==> src/rtl/pampy_pkg.sv <==
// Shared types and encodings for the pamPy control unit and datapath blocks.
// Pure declarations; no latency, no flow control.
package pampy_pkg;

  typedef enum logic [3:0] {
    S_FETCH, S_ARG, S_DECODE, S_POP1, S_POP2, S_ALU,
    S_PUSH, S_JUMP, S_MEM, S_CALL, S_RET, S_HALT
  } state_t;

  // Instruction class latched at decode; selects the path through shared states.
  typedef enum logic [3:0] {
    OP_NOP, OP_CONST, OP_ARITH, OP_CMP, OP_JABS,
    OP_JIF, OP_LOADN, OP_STOREN, OP_CALL, OP_RET
  } op_class_t;

  localparam logic [7:0] OPC_NOP         = 8'h09;
  localparam logic [7:0] OPC_BINARY_ADD  = 8'h17;
  localparam logic [7:0] OPC_BINARY_SUB  = 8'h18;
  localparam logic [7:0] OPC_RETURN      = 8'h53;
  localparam logic [7:0] OPC_STORE_NAME  = 8'h5A;
  localparam logic [7:0] OPC_LOAD_CONST  = 8'h64;
  localparam logic [7:0] OPC_LOAD_NAME   = 8'h65;
  localparam logic [7:0] OPC_COMPARE     = 8'h6B;
  localparam logic [7:0] OPC_JUMP_ABS    = 8'h71;
  localparam logic [7:0] OPC_POP_JIF     = 8'h72;
  localparam logic [7:0] OPC_CALL        = 8'h83;

  localparam logic [3:0] ULA_ADD = 4'b0000;
  localparam logic [3:0] ULA_SUB = 4'b0001;
  localparam logic [3:0] ULA_LT  = 4'b0010;

  localparam logic [2:0] MUXS_ALU = 3'b000;
  localparam logic [2:0] MUXS_MEM = 3'b001;
  localparam logic [2:0] MUXS_RET = 3'b010;
  localparam logic [2:0] MUXS_ARG = 3'b011;

  localparam logic [1:0] PCSRC_UPD    = 2'b00;
  localparam logic [1:0] PCSRC_JMP    = 2'b01;
  localparam logic [1:0] PCSRC_FSTACK = 2'b10;

  typedef struct packed {
    logic       reg_instr;
    logic       reg_arg;
    logic       reg_pc;
    logic       sel_pc_updater;
    logic [1:0] sel_mux;
    logic       reg_op1;
    logic       reg_op2;
    logic       stack_comp;
    logic [3:0] sel_ula;
    logic       reg_tos_function;
    logic       stack_function;
    logic       sel_somador_subtrator;
    logic       reg_data_return;
    logic [2:0] sel_mux_stack;
    logic       reg_read_stack;
    logic       reg_write_stack;
    logic       reg_read_mem;
    logic       reg_write_mem;
    logic       sel_mux_tos;
    logic       reg_tos;
    logic       sel_tos_updater;
    logic       stack;
    logic       mem_ext;
    logic       halt;
  } ctrl_t;

endpackage

==> src/rtl/pampy_opcode_decoder.sv <==
// Combinational opcode classifier: first execute state, instruction class, ALU op.
// Zero latency; no flow control, unknown opcodes raise illegal.
module pampy_opcode_decoder
  import pampy_pkg::*;
#(
  parameter int DATA_WIDTH = 8
) (
  input  logic [DATA_WIDTH-1:0] instr,
  output state_t                start_state,
  output op_class_t             op_class,
  output logic [3:0]            alu_op,
  output logic                  illegal
);

  always_comb begin
    start_state = S_HALT;
    op_class    = OP_NOP;
    alu_op      = ULA_ADD;
    illegal     = 1'b0;
    case (instr)
      DATA_WIDTH'(OPC_NOP):        begin start_state = S_FETCH; op_class = OP_NOP;    end
      DATA_WIDTH'(OPC_LOAD_CONST): begin start_state = S_PUSH;  op_class = OP_CONST;  end
      DATA_WIDTH'(OPC_BINARY_ADD): begin start_state = S_POP1;  op_class = OP_ARITH; alu_op = ULA_ADD; end
      DATA_WIDTH'(OPC_BINARY_SUB): begin start_state = S_POP1;  op_class = OP_ARITH; alu_op = ULA_SUB; end
      DATA_WIDTH'(OPC_COMPARE):    begin start_state = S_POP1;  op_class = OP_CMP;   alu_op = ULA_LT;  end
      DATA_WIDTH'(OPC_JUMP_ABS):   begin start_state = S_JUMP;  op_class = OP_JABS;   end
      DATA_WIDTH'(OPC_POP_JIF):    begin start_state = S_JUMP;  op_class = OP_JIF;    end
      DATA_WIDTH'(OPC_LOAD_NAME):  begin start_state = S_MEM;   op_class = OP_LOADN;  end
      DATA_WIDTH'(OPC_STORE_NAME): begin start_state = S_POP1;  op_class = OP_STOREN; end
      DATA_WIDTH'(OPC_CALL):       begin start_state = S_CALL;  op_class = OP_CALL;   end
      DATA_WIDTH'(OPC_RETURN):     begin start_state = S_POP1;  op_class = OP_RET;    end
      default:                     illegal = 1'b1;
    endcase
  end

endmodule

==> src/rtl/pampy_control_unit.sv <==
// Microcoded FSM sequencing fetch/arg/decode/execute for the pamPy datapath.
// Registered Moore outputs, one state per cycle; no backpressure, HALT is sticky until reset.
module pampy_control_unit
  import pampy_pkg::*;
#(
  parameter int DATA_WIDTH = 8
) (
  input  logic                  clk,
  input  logic                  reset,
  input  logic [DATA_WIDTH-1:0] INSTR_IN,
  input  logic                  STACK_COMP_IN,
  input  logic                  OVERFLOW_IN,
  output logic                  CTRL_REG_INSTR,
  output logic                  CTRL_REG_ARG,
  output logic                  CTRL_REG_PC,
  output logic                  SEL_PC_UPDATER,
  output logic [1:0]            SEL_MUX,
  output logic                  CTRL_REG_OP1,
  output logic                  CTRL_REG_OP2,
  output logic                  CTRL_STACK_COMP,
  output logic [3:0]            SEL_ULA,
  output logic                  CTRL_REG_TOS_FUNCTION,
  output logic                  CTRL_STACK_FUNCTION,
  output logic                  SEL_SOMADOR_SUBTRATOR,
  output logic                  CTRL_REG_DATA_RETURN,
  output logic [2:0]            SEL_MUX_STACK,
  output logic                  CTRL_REG_READ_STACK,
  output logic                  CTRL_REG_WRITE_STACK,
  output logic                  CTRL_REG_READ_MEM,
  output logic                  CTRL_REG_WRITE_MEM,
  output logic                  SEL_MUX_TOS,
  output logic                  CTRL_REG_TOS,
  output logic                  SEL_TOS_UPDATER,
  output logic                  CTRL_STACK,
  output logic                  CTRL_MEM_EXT,
  output logic                  HALT
);

  state_t    state_q, nxt_state, dec_start;
  op_class_t op_q, nxt_op, dec_op;
  logic [3:0] alu_q, nxt_alu, dec_alu;
  logic      dec_illegal;
  logic      run_q;
  ctrl_t     ctrl_q;

  pampy_opcode_decoder #(.DATA_WIDTH(DATA_WIDTH)) u_dec (
    .instr       (INSTR_IN),
    .start_state (dec_start),
    .op_class    (dec_op),
    .alu_op      (dec_alu),
    .illegal     (dec_illegal)
  );

  function automatic ctrl_t ctrl_for(state_t s, op_class_t op, logic [3:0] alu);
    ctrl_t c;
    c = '0;
    case (s)
      S_FETCH: begin c.reg_instr = 1'b1; c.reg_pc = 1'b1; c.sel_mux = PCSRC_UPD; end
      S_ARG:   begin c.reg_arg = 1'b1; c.reg_pc = 1'b1; end
      S_POP1, S_POP2: begin
        c.reg_read_stack  = 1'b1;
        c.reg_tos         = 1'b1;
        c.sel_tos_updater = 1'b1;
        c.reg_op1         = (s == S_POP1);
        c.reg_op2         = (s == S_POP2);
        c.reg_data_return = (s == S_POP1) && (op == OP_RET);
      end
      S_ALU: begin c.sel_ula = alu; c.stack_comp = (op == OP_CMP); end
      S_PUSH: begin
        c.reg_write_stack = 1'b1;
        c.stack           = 1'b1;
        c.reg_tos         = 1'b1;
        case (op)
          OP_CONST: c.sel_mux_stack = MUXS_ARG;
          OP_LOADN: c.sel_mux_stack = MUXS_MEM;
          OP_RET:   c.sel_mux_stack = MUXS_RET;
          default:  c.sel_mux_stack = MUXS_ALU;
        endcase
      end
      S_JUMP: begin c.reg_pc = 1'b1; c.sel_mux = PCSRC_JMP; end
      S_MEM: begin
        c.reg_read_mem  = (op == OP_LOADN);
        c.reg_write_mem = (op == OP_STOREN);
        c.mem_ext       = (op == OP_STOREN);
      end
      S_CALL: begin c.stack_function = 1'b1; c.reg_tos_function = 1'b1; end
      S_RET: begin c.sel_somador_subtrator = 1'b1; c.sel_mux = PCSRC_FSTACK; c.reg_pc = 1'b1; end
      S_HALT: c.halt = 1'b1;
      default: c = '0;
    endcase
    return c;
  endfunction

  always_comb begin
    nxt_state = state_q;
    nxt_op    = op_q;
    nxt_alu   = alu_q;
    case (state_q)
      S_FETCH:  nxt_state = S_ARG;
      S_ARG:    nxt_state = S_DECODE;
      S_DECODE: begin
        nxt_op  = dec_op;
        nxt_alu = dec_alu;
        if (dec_illegal)          nxt_state = S_HALT;
        else if (dec_op == OP_JIF) nxt_state = STACK_COMP_IN ? S_FETCH : S_JUMP;
        else                      nxt_state = dec_start;
      end
      S_POP1: begin
        case (op_q)
          OP_STOREN: nxt_state = S_MEM;
          OP_RET:    nxt_state = S_RET;
          default:   nxt_state = S_POP2;
        endcase
      end
      S_POP2:  nxt_state = S_ALU;
      // An overflowing arithmetic result must never reach the stack.
      S_ALU:   nxt_state = (op_q == OP_ARITH) ? (OVERFLOW_IN ? S_HALT : S_PUSH) : S_FETCH;
      S_PUSH:  nxt_state = S_FETCH;
      S_JUMP:  nxt_state = S_FETCH;
      S_MEM:   nxt_state = (op_q == OP_LOADN) ? S_PUSH : S_FETCH;
      S_CALL:  nxt_state = S_JUMP;
      S_RET:   nxt_state = S_PUSH;
      S_HALT:  nxt_state = S_HALT;
      default: nxt_state = S_HALT;
    endcase
  end

  // run_q holds the first post-reset cycle quiet so FETCH strobes start one cycle after release.
  always_ff @(posedge clk) begin
    if (reset) begin
      state_q <= S_FETCH;
      op_q    <= OP_NOP;
      alu_q   <= ULA_ADD;
      run_q   <= 1'b0;
      ctrl_q  <= '0;
    end else if (!run_q) begin
      run_q   <= 1'b1;
      ctrl_q  <= ctrl_for(S_FETCH, op_q, alu_q);
    end else begin
      state_q <= nxt_state;
      op_q    <= nxt_op;
      alu_q   <= nxt_alu;
      ctrl_q  <= ctrl_for(nxt_state, nxt_op, nxt_alu);
    end
  end

  assign CTRL_REG_INSTR        = ctrl_q.reg_instr;
  assign CTRL_REG_ARG          = ctrl_q.reg_arg;
  assign CTRL_REG_PC           = ctrl_q.reg_pc;
  assign SEL_PC_UPDATER        = ctrl_q.sel_pc_updater;
  assign SEL_MUX               = ctrl_q.sel_mux;
  assign CTRL_REG_OP1          = ctrl_q.reg_op1;
  assign CTRL_REG_OP2          = ctrl_q.reg_op2;
  assign CTRL_STACK_COMP       = ctrl_q.stack_comp;
  assign SEL_ULA               = ctrl_q.sel_ula;
  assign CTRL_REG_TOS_FUNCTION = ctrl_q.reg_tos_function;
  assign CTRL_STACK_FUNCTION   = ctrl_q.stack_function;
  assign SEL_SOMADOR_SUBTRATOR = ctrl_q.sel_somador_subtrator;
  assign CTRL_REG_DATA_RETURN  = ctrl_q.reg_data_return;
  assign SEL_MUX_STACK         = ctrl_q.sel_mux_stack;
  assign CTRL_REG_READ_STACK   = ctrl_q.reg_read_stack;
  assign CTRL_REG_WRITE_STACK  = ctrl_q.reg_write_stack;
  assign CTRL_REG_READ_MEM     = ctrl_q.reg_read_mem;
  assign CTRL_REG_WRITE_MEM    = ctrl_q.reg_write_mem;
  assign SEL_MUX_TOS           = ctrl_q.sel_mux_tos;
  assign CTRL_REG_TOS          = ctrl_q.reg_tos;
  assign SEL_TOS_UPDATER       = ctrl_q.sel_tos_updater;
  assign CTRL_STACK            = ctrl_q.stack;
  assign CTRL_MEM_EXT          = ctrl_q.mem_ext;
  assign HALT                  = ctrl_q.halt;

endmodule

==> config.mk <==
export PLATFORM = sky130hd
export DESIGN_NAME = pampy_control_unit
export DESIGN_NICKNAME = d
export VERILOG_FILES = /design/src/rtl/pampy_pkg.sv /design/src/rtl/pampy_opcode_decoder.sv /design/src/rtl/pampy_control_unit.sv
export SDC_FILE = /design/constraint.sdc
export NUM_CORES = 1
export LEC_CHECK = 0
export ABC_AREA = 1
export CAP_MARGIN = 20
export CORE_UTILIZATION = 48
export CTS_BUF_LIST = sky130_fd_sc_hd__clkbuf_4 sky130_fd_sc_hd__clkbuf_8 sky130_fd_sc_hd__clkbuf_16
export DETAILED_ROUTE_END_ITERATION = 8
export GPL_TIMING_DRIVEN = 0
export HOLD_SLACK_MARGIN = 0.15
export PLACE_DENSITY = 0.76
export SETUP_SLACK_MARGIN = 0.3
export SLEW_MARGIN = 20
export SYNTH_ARGS = -nofsm -noshare
export SYNTH_HDL_FRONTEND = slang
export SYNTH_SLANG_ARGS = --single-unit
==> constraint.sdc <==
create_clock -name clk -period 1.8 [get_ports clk]
set_clock_uncertainty 0.05 [all_clocks]
set_input_delay 0.27 -clock clk [delete_from_list [all_inputs] [get_ports clk]]
set_output_delay 0.27 -clock clk [all_outputs]
set_load 0.01 [all_outputs]
### Word level (Yosys, flattened, before mapping)

Index checks and enable logic that the tools add are counted.

| cells by class | value |
|---|---|
| eq/ne operators | 41 |
| mux-type cells | 32 |
| bitwise logic cells | 5 |
| reduce and logical (&&, ||, !) cells | 16 |

Operator list:

| cell | number |
|---|---|
| 8-bit by 7-bit == test with 1-bit output, second input constant | 7 |
| 4-bit by 3-bit == test with 1-bit output, second input constant | 13 |
| 4-bit case mux with 10 select lines | 1 |
| 4-bit == test, second input constant | 9 |
| 4-bit case mux with 9 select lines | 1 |
| 30-bit 2-to-1 mux | 1 |
| 4-bit 2-to-1 mux | 6 |
| 4-bit case mux with 6 select lines | 1 |
| 4-bit by 2-bit == test with 1-bit output, second input constant | 5 |
| 8-bit by 5-bit == test with 1-bit output, second input constant | 2 |
| 3-bit OR reduction | 5 |
| 4-bit by 1-bit == test with 1-bit output, second input constant | 3 |
| 1-bit 2-to-1 mux | 11 |
| 11-bit OR reduction | 1 |
| 2-bit OR reduction | 5 |
| 3-bit 2-to-1 mux | 3 |
| 8-bit by 4-bit == test with 1-bit output, second input constant | 1 |
| 8-bit == test, second input constant | 1 |
| 4-bit logical NOT | 2 |
| 2-bit case mux with 2 select lines | 2 |
| 4-bit case mux with 2 select lines | 1 |
| 2-bit 2-to-1 mux | 3 |
| 2-bit case mux with 3 select lines | 1 |
| 5-bit 2-to-1 mux | 1 |
| other kinds (4) | 8 |

| word-level totals | value |
|---|---|
| bits in registers | 40 |
| bits of input ports | 12 |
| output and inout port bits | 30 |
| logic and storage cells | 119 |

### Logic depth before layout (Yosys ltp)

| logic depth | value |
|---|---|
| depth after elaboration | 11 |
| depth in mapped cells | 15 |

### Cells and area by module

Synthesis repeated with hierarchy kept, for this count alone.

| second synthesis, totals | value |
|---|---|
| cells, all modules | 323 |
| area total of the unflattened synthesis | 2167.1 um^2 |

By module, submodules not included:

| module | times used | cells an instance | area an instance (um^2) | seq. area each (um^2) |
|---|---|---|---|---|
| pampy_control_unit | 1 | 243 | 1810.5 | 700.7 |
| pampy_opcode_decoder | 1 | 80 | 356.6 | 0.0 |

### Least setup slack after synthesis

Ideal clock, no wire load.

| timing path | value |
|---|---|
| kind | register to register |
| start point | reg state_q[3] |
| end point | reg ctrl_q (netlist bit CTRL_STACK_COMP) |
| arrival time | 1406 ps |
| path slack | 279 ps |
| cell stages (with the launch flop) | 12 |
| path through | dfxtp_1 nor2_2 inv_2 nor2_1 inv_1 nor2_1 nor2_1 o211ai_1 nor2_1 nor2_1 nand3_2 nor2_1 |

| between the ends | value |
|---|---|
| word-level cells in the longest chain between the ends | 6 |

RTL lines:

| element | line | source |
|---|---|---|
| start: declaration | pampy_control_unit.sv:39 | `state_t state_q, nxt_state, dec_start;` |
| start signal: assignment | pampy_control_unit.sv:140 | `state_q <= nxt_state;` |
| 4-bit by 3-bit == test with 1-bit output | pampy_control_unit.sv:98 | `case (state_q)` |
| 2-bit OR reduction (no source line) | -- |  |
| 4-bit case mux with 10 select lines | pampy_control_unit.sv:98 |  |
| 4-bit by 3-bit == test with 1-bit output | pampy_control_unit.sv:57 | `case (s)` |
| 1-bit NOT (no source line) | -- |  |
| 3-bit OR reduction (no source line) | -- |  |
| end signal: assignment | pampy_control_unit.sv:138 | `ctrl_q <= ctrl_for(S_FETCH, op_q, alu_q);` |
| end signal: assignment | pampy_control_unit.sv:143 | `ctrl_q <= ctrl_for(nxt_state, nxt_op, nxt_alu);` |
| end: declaration | pampy_control_unit.sv:44 | `ctrl_t ctrl_q;` |

Several ways; a longest one is shown, not always the timed one.
A chain may end at the register's enable or synchronous reset.

### Worst setup path after layout

| timing path | value |
|---|---|
| start point | reg state_q[0] |
| end point | reg ctrl_q (netlist bit CTRL_REG_PC) |

| between the ends | value |
|---|---|
| word-level cells in the longest chain between the ends | 7 |

RTL lines:

| element | line | source |
|---|---|---|
| 4-bit by 3-bit == test with 1-bit output | pampy_control_unit.sv:98 |  |
| 2-bit OR reduction (no source line) | -- |  |
| 4-bit case mux with 10 select lines * | pampy_control_unit.sv:98 |  |
| 4-bit == test (tied with other cells) | pampy_control_unit.sv:57 |  |
| 4-bit OR reduction (no source line) * | -- |  |
| 1-bit 2-to-1 mux * | pampy_control_unit.sv:57 |  |
| 30-bit 2-to-1 mux * | pampy_control_unit.sv:136 | `end else if (!run_q) begin` |

Every way passes the cells marked *; elsewhere a longest branch is shown, timed or not.

==> results.toml <==
[status]
status = "complete, but fails checks"
failed_checks = "negative setup slack"

[global_routing]
grt_max_degree = 11
grt_use_total_pct = 27.7
antenna_found_initial = 0
gr-total-overflow = 0
grt_pass1_vias = 2059
grt_pass1_wl_um = 8910

[hold_path]
hp-class = "in -> reg"
hold_start = "reset"
holdPathEnd = "alu_q[0]$_SDFFE_PP0P_"
min_path_cells = 2

[timing]
post-route-period-util_pct = 101
clock.fmax_mhz = 551
final_max_slew_viol_count = 0
fin_crit_ns = 1.81
setup_viol = 1
rsz0062_at_grt = "true"
worst_pin_slew_ns = 0.537
relSlewSlack_pct = 64.2
hold_violations = 0
setup_slack_ns = -0.0148

[logic_synthesis]
syn_avg_cell_area_sq_um = 6.29
ys_warn_count = 0
syn_inst = 307
synth-seq-cells = 35
yosysSeqAreaShare_pct = 36.3
ys_top_cells_by_area = "dfxtp_1, nand2_1, nor2_1"
syn-cell-area_sq_mm = 0.00193
synth_top_cell_area_share_pct = 36.3
synth_area_leader_cell = "dfxtp_1"
ys_types = 30

[clock_tree]
cts_tree = "built"
clk_latency_ns = 0.29
clock_sinks = 35
h-tree-depth = 2
clockBufferDepth = 2
root_buffer = "clkbuf_8"
hold_buffers = 0
clkSlewWorstSetupHoldPaths_ns = 0.07
cts_buffers = 5

[critical_path]
startpoint = "state_q[0]$_SDFFE_PP0P_"
start_kind = "flop"
path_max_fanout = 8
end_kind = "flop"
r2r_end = "CTRL_REG_PC$_SDFF_PP0_"
cp.required_ns = 1.99
critPathKind = "reg -> reg"
reg2reg_slack_ns = -0.01
r2r_start = "state_q[0]$_SDFFE_PP0P_"
reg2regPathDepth = 9
crit_arrival_ns = 2.01

[floorplan]
pin_count = 42
dieArea_sq_mm = 0.00428
start_util_pct = 51.2
die_y_um = 65.4
num_rows = 22
die_w_um = 65.4
core_area_sq_mm = 0.00377

[pwr]
p_per_area_mw_per_mm2 = 649
p_int_w = 0.00133
clockPowerShare_pct = 29.9
seqPwrFrac_pct = 42.2
p_sw_w = 0.000629
p_leak_nw = 1.57
swShare_pct = 32.0
pwr-share-comb_pct = 28.0
irDropWorstVdd_mv = 0.500

[routing]
via_count = 2213
avgRoutedWirePerCell_um = 13.1
drt_iter0_drc = 133
dr.pass1.iters = 4
post-route-drc-count = 0
ant_nets = 0
drt_wl_total_um = 5660
avgViaCountPerCell = 5.12

[placed_design]
pre_cts_ws_ns = -0.472
port_buffers = 37
dp_cells = 394
place_area_sq_mm = 0.00237
place_congestion = 0.928
dp_hpwl_um = 3470

[cells_and_area]
drive_above_1_share_pct = 40.4
mostFrequentLayoutCells = "inv_1, nand2_1, buf_4, nor2_1"
layout.cells.most_common = "inv_1"
layoutNonFillerInstCount = 432
antenna_cells = 0
area_delta_synth_final_pct = 56.8
nNetsFinal = 395
post-route-util_pct = 80.3
design_area_sq_mm = 0.00303

[job]
maxCapViolCount = 0
[critical path: stages (launching register included)]
cell	delay, ns
dfxtp_4	0.37
nor2_1	0.26
inv_1	0.12
a22oi_1	0.28
nor2_2	0.12
nand2_4	0.18
nand3_2	0.12
nand2_1	0.13
nand2_1	0.07
nand2_1	0.06
[routing by layer]
layer / routed length, um / global-route usage [%] / vias up
li1: - / - / 1099
met1: 2240 / 28.8 / 1004
met2: 2870 / 51.3 / 90
met3: 353 / 7.64 / 20
met4: 199 / 12.2 / 0
met5: 0 / 0 / -
[power by group through the flow]
stage	Combinational, W	Sequential [W]	Clock [W]
floorplan	0.000229	0.000842	0
finish	0.000549	0.000829	0.000586
global route	0.000591	0.000831	0.000635
CTS	0.000475	0.000825	0.000585
global placement	0.000344	0.000837	0
detailed placement	0.000343	0.000838	0
[layout make-up]
| class | count | area [sq um] |
|---|---|---|
| Sequential cell | 35 | 718 |
| Timing Repair Buffer | 67 | 606 |
| Multi-Input combinational cell | 208 | 1260 |
| Fill cell | 266 | 744 |
| Tap cell | 48 | 60.1 |
| Buffer | 11 | 82.6 |
| Clock buffer | 7 | 83.8 |
| Inverter | 55 | 209 |
| Clock inverter | 1 | 5.00 |
[per-stage QoR]
stage	setup TNS [ns]	total power, W	hold WS [ns]
after CTS	0	0.00189	0.330
after detailed placement	-9.07	0.00118	0.371
after global routing	-0.217	0.00206	0.354
after floorplan	0	0.00107	0.359
final	-0.0148	0.00196	0.357
after global placement	-8.82	0.00118	0.364
[how the worst max path moves through the flow]
| stage | endpoint |
|---|---|
| 3_3_place_gp | CTRL_REG_PC$_SDFF_PP0_ |
| 6_report | CTRL_REG_PC$_SDFF_PP0_ |
| 3_5_place_dp | CTRL_REG_PC$_SDFF_PP0_ |
| 2_1_floorplan | CTRL_STACK_COMP$_SDFF_PP0_ |
| 5_1_grt | CTRL_REG_PC$_SDFF_PP0_ |
| 4_1_cts | CTRL_REG_PC$_SDFF_PP0_ |
[flip-flops by register name (all words and copies together), names as in the netlist]
name and cells:
CTRL_REG_DATA_RETURN 1, CTRL_REG_OP2 1, CTRL_REG_READ_MEM 1, HALT 1, CTRL_STACK 1, op_q 4, CTRL_REG_TOS 1, CTRL_REG_TOS_FUNCTION 1
alu_q 4, SEL_TOS_UPDATER 1, run_q 1, CTRL_REG_ARG 1, CTRL_MEM_EXT 1, SEL_MUX 2, CTRL_REG_INSTR 1, state_q 4
SEL_MUX_STACK 2, CTRL_STACK_COMP 1, CTRL_REG_PC 1, SEL_ULA 4, CTRL_REG_OP1 1
[Yosys cell counts]
library cell	n
a211oi_2	1
a21oi_1	12
a21oi_2	1
a22oi_1	1
buf_2	1
buf_4	8
clkbuf_1	2
conb_1	1
dfxtp_1	35
inv_1	51
inv_2	4
nand2_1	65
nand2_2	6
nand2_4	1
nand3_1	26
nand3_2	1
nand3b_1	1
nand4_1	5
nor2_1	55
nor2_2	3
nor2_4	1
nor3_1	4
o2111ai_1	2
o211ai_1	1
o21a_1	1
o21ai_0	13
o21ai_1	2
o21ai_2	1
o21bai_1	1
or2_1	1
[repair_timing]
item,in CTS,in global routing
buffers inserted,25,5
endpoints found under the setup margin,38,37
cloned,0,0
pin swaps,31,18
endpoints found under the hold margin,0,0
gates resized for setup,104,42
[cells by family (layout without fill, tap and decap cells)]
logic type	Yosys count	in the layout	share of synthesized area, %
compound gates	36	36	11.0
buf+inv	66	141	14.5
flops	35	35	36.3
other cells	1	3	0.194
simple gates	169	169	38.0
(Power assumes the default switching activity.)
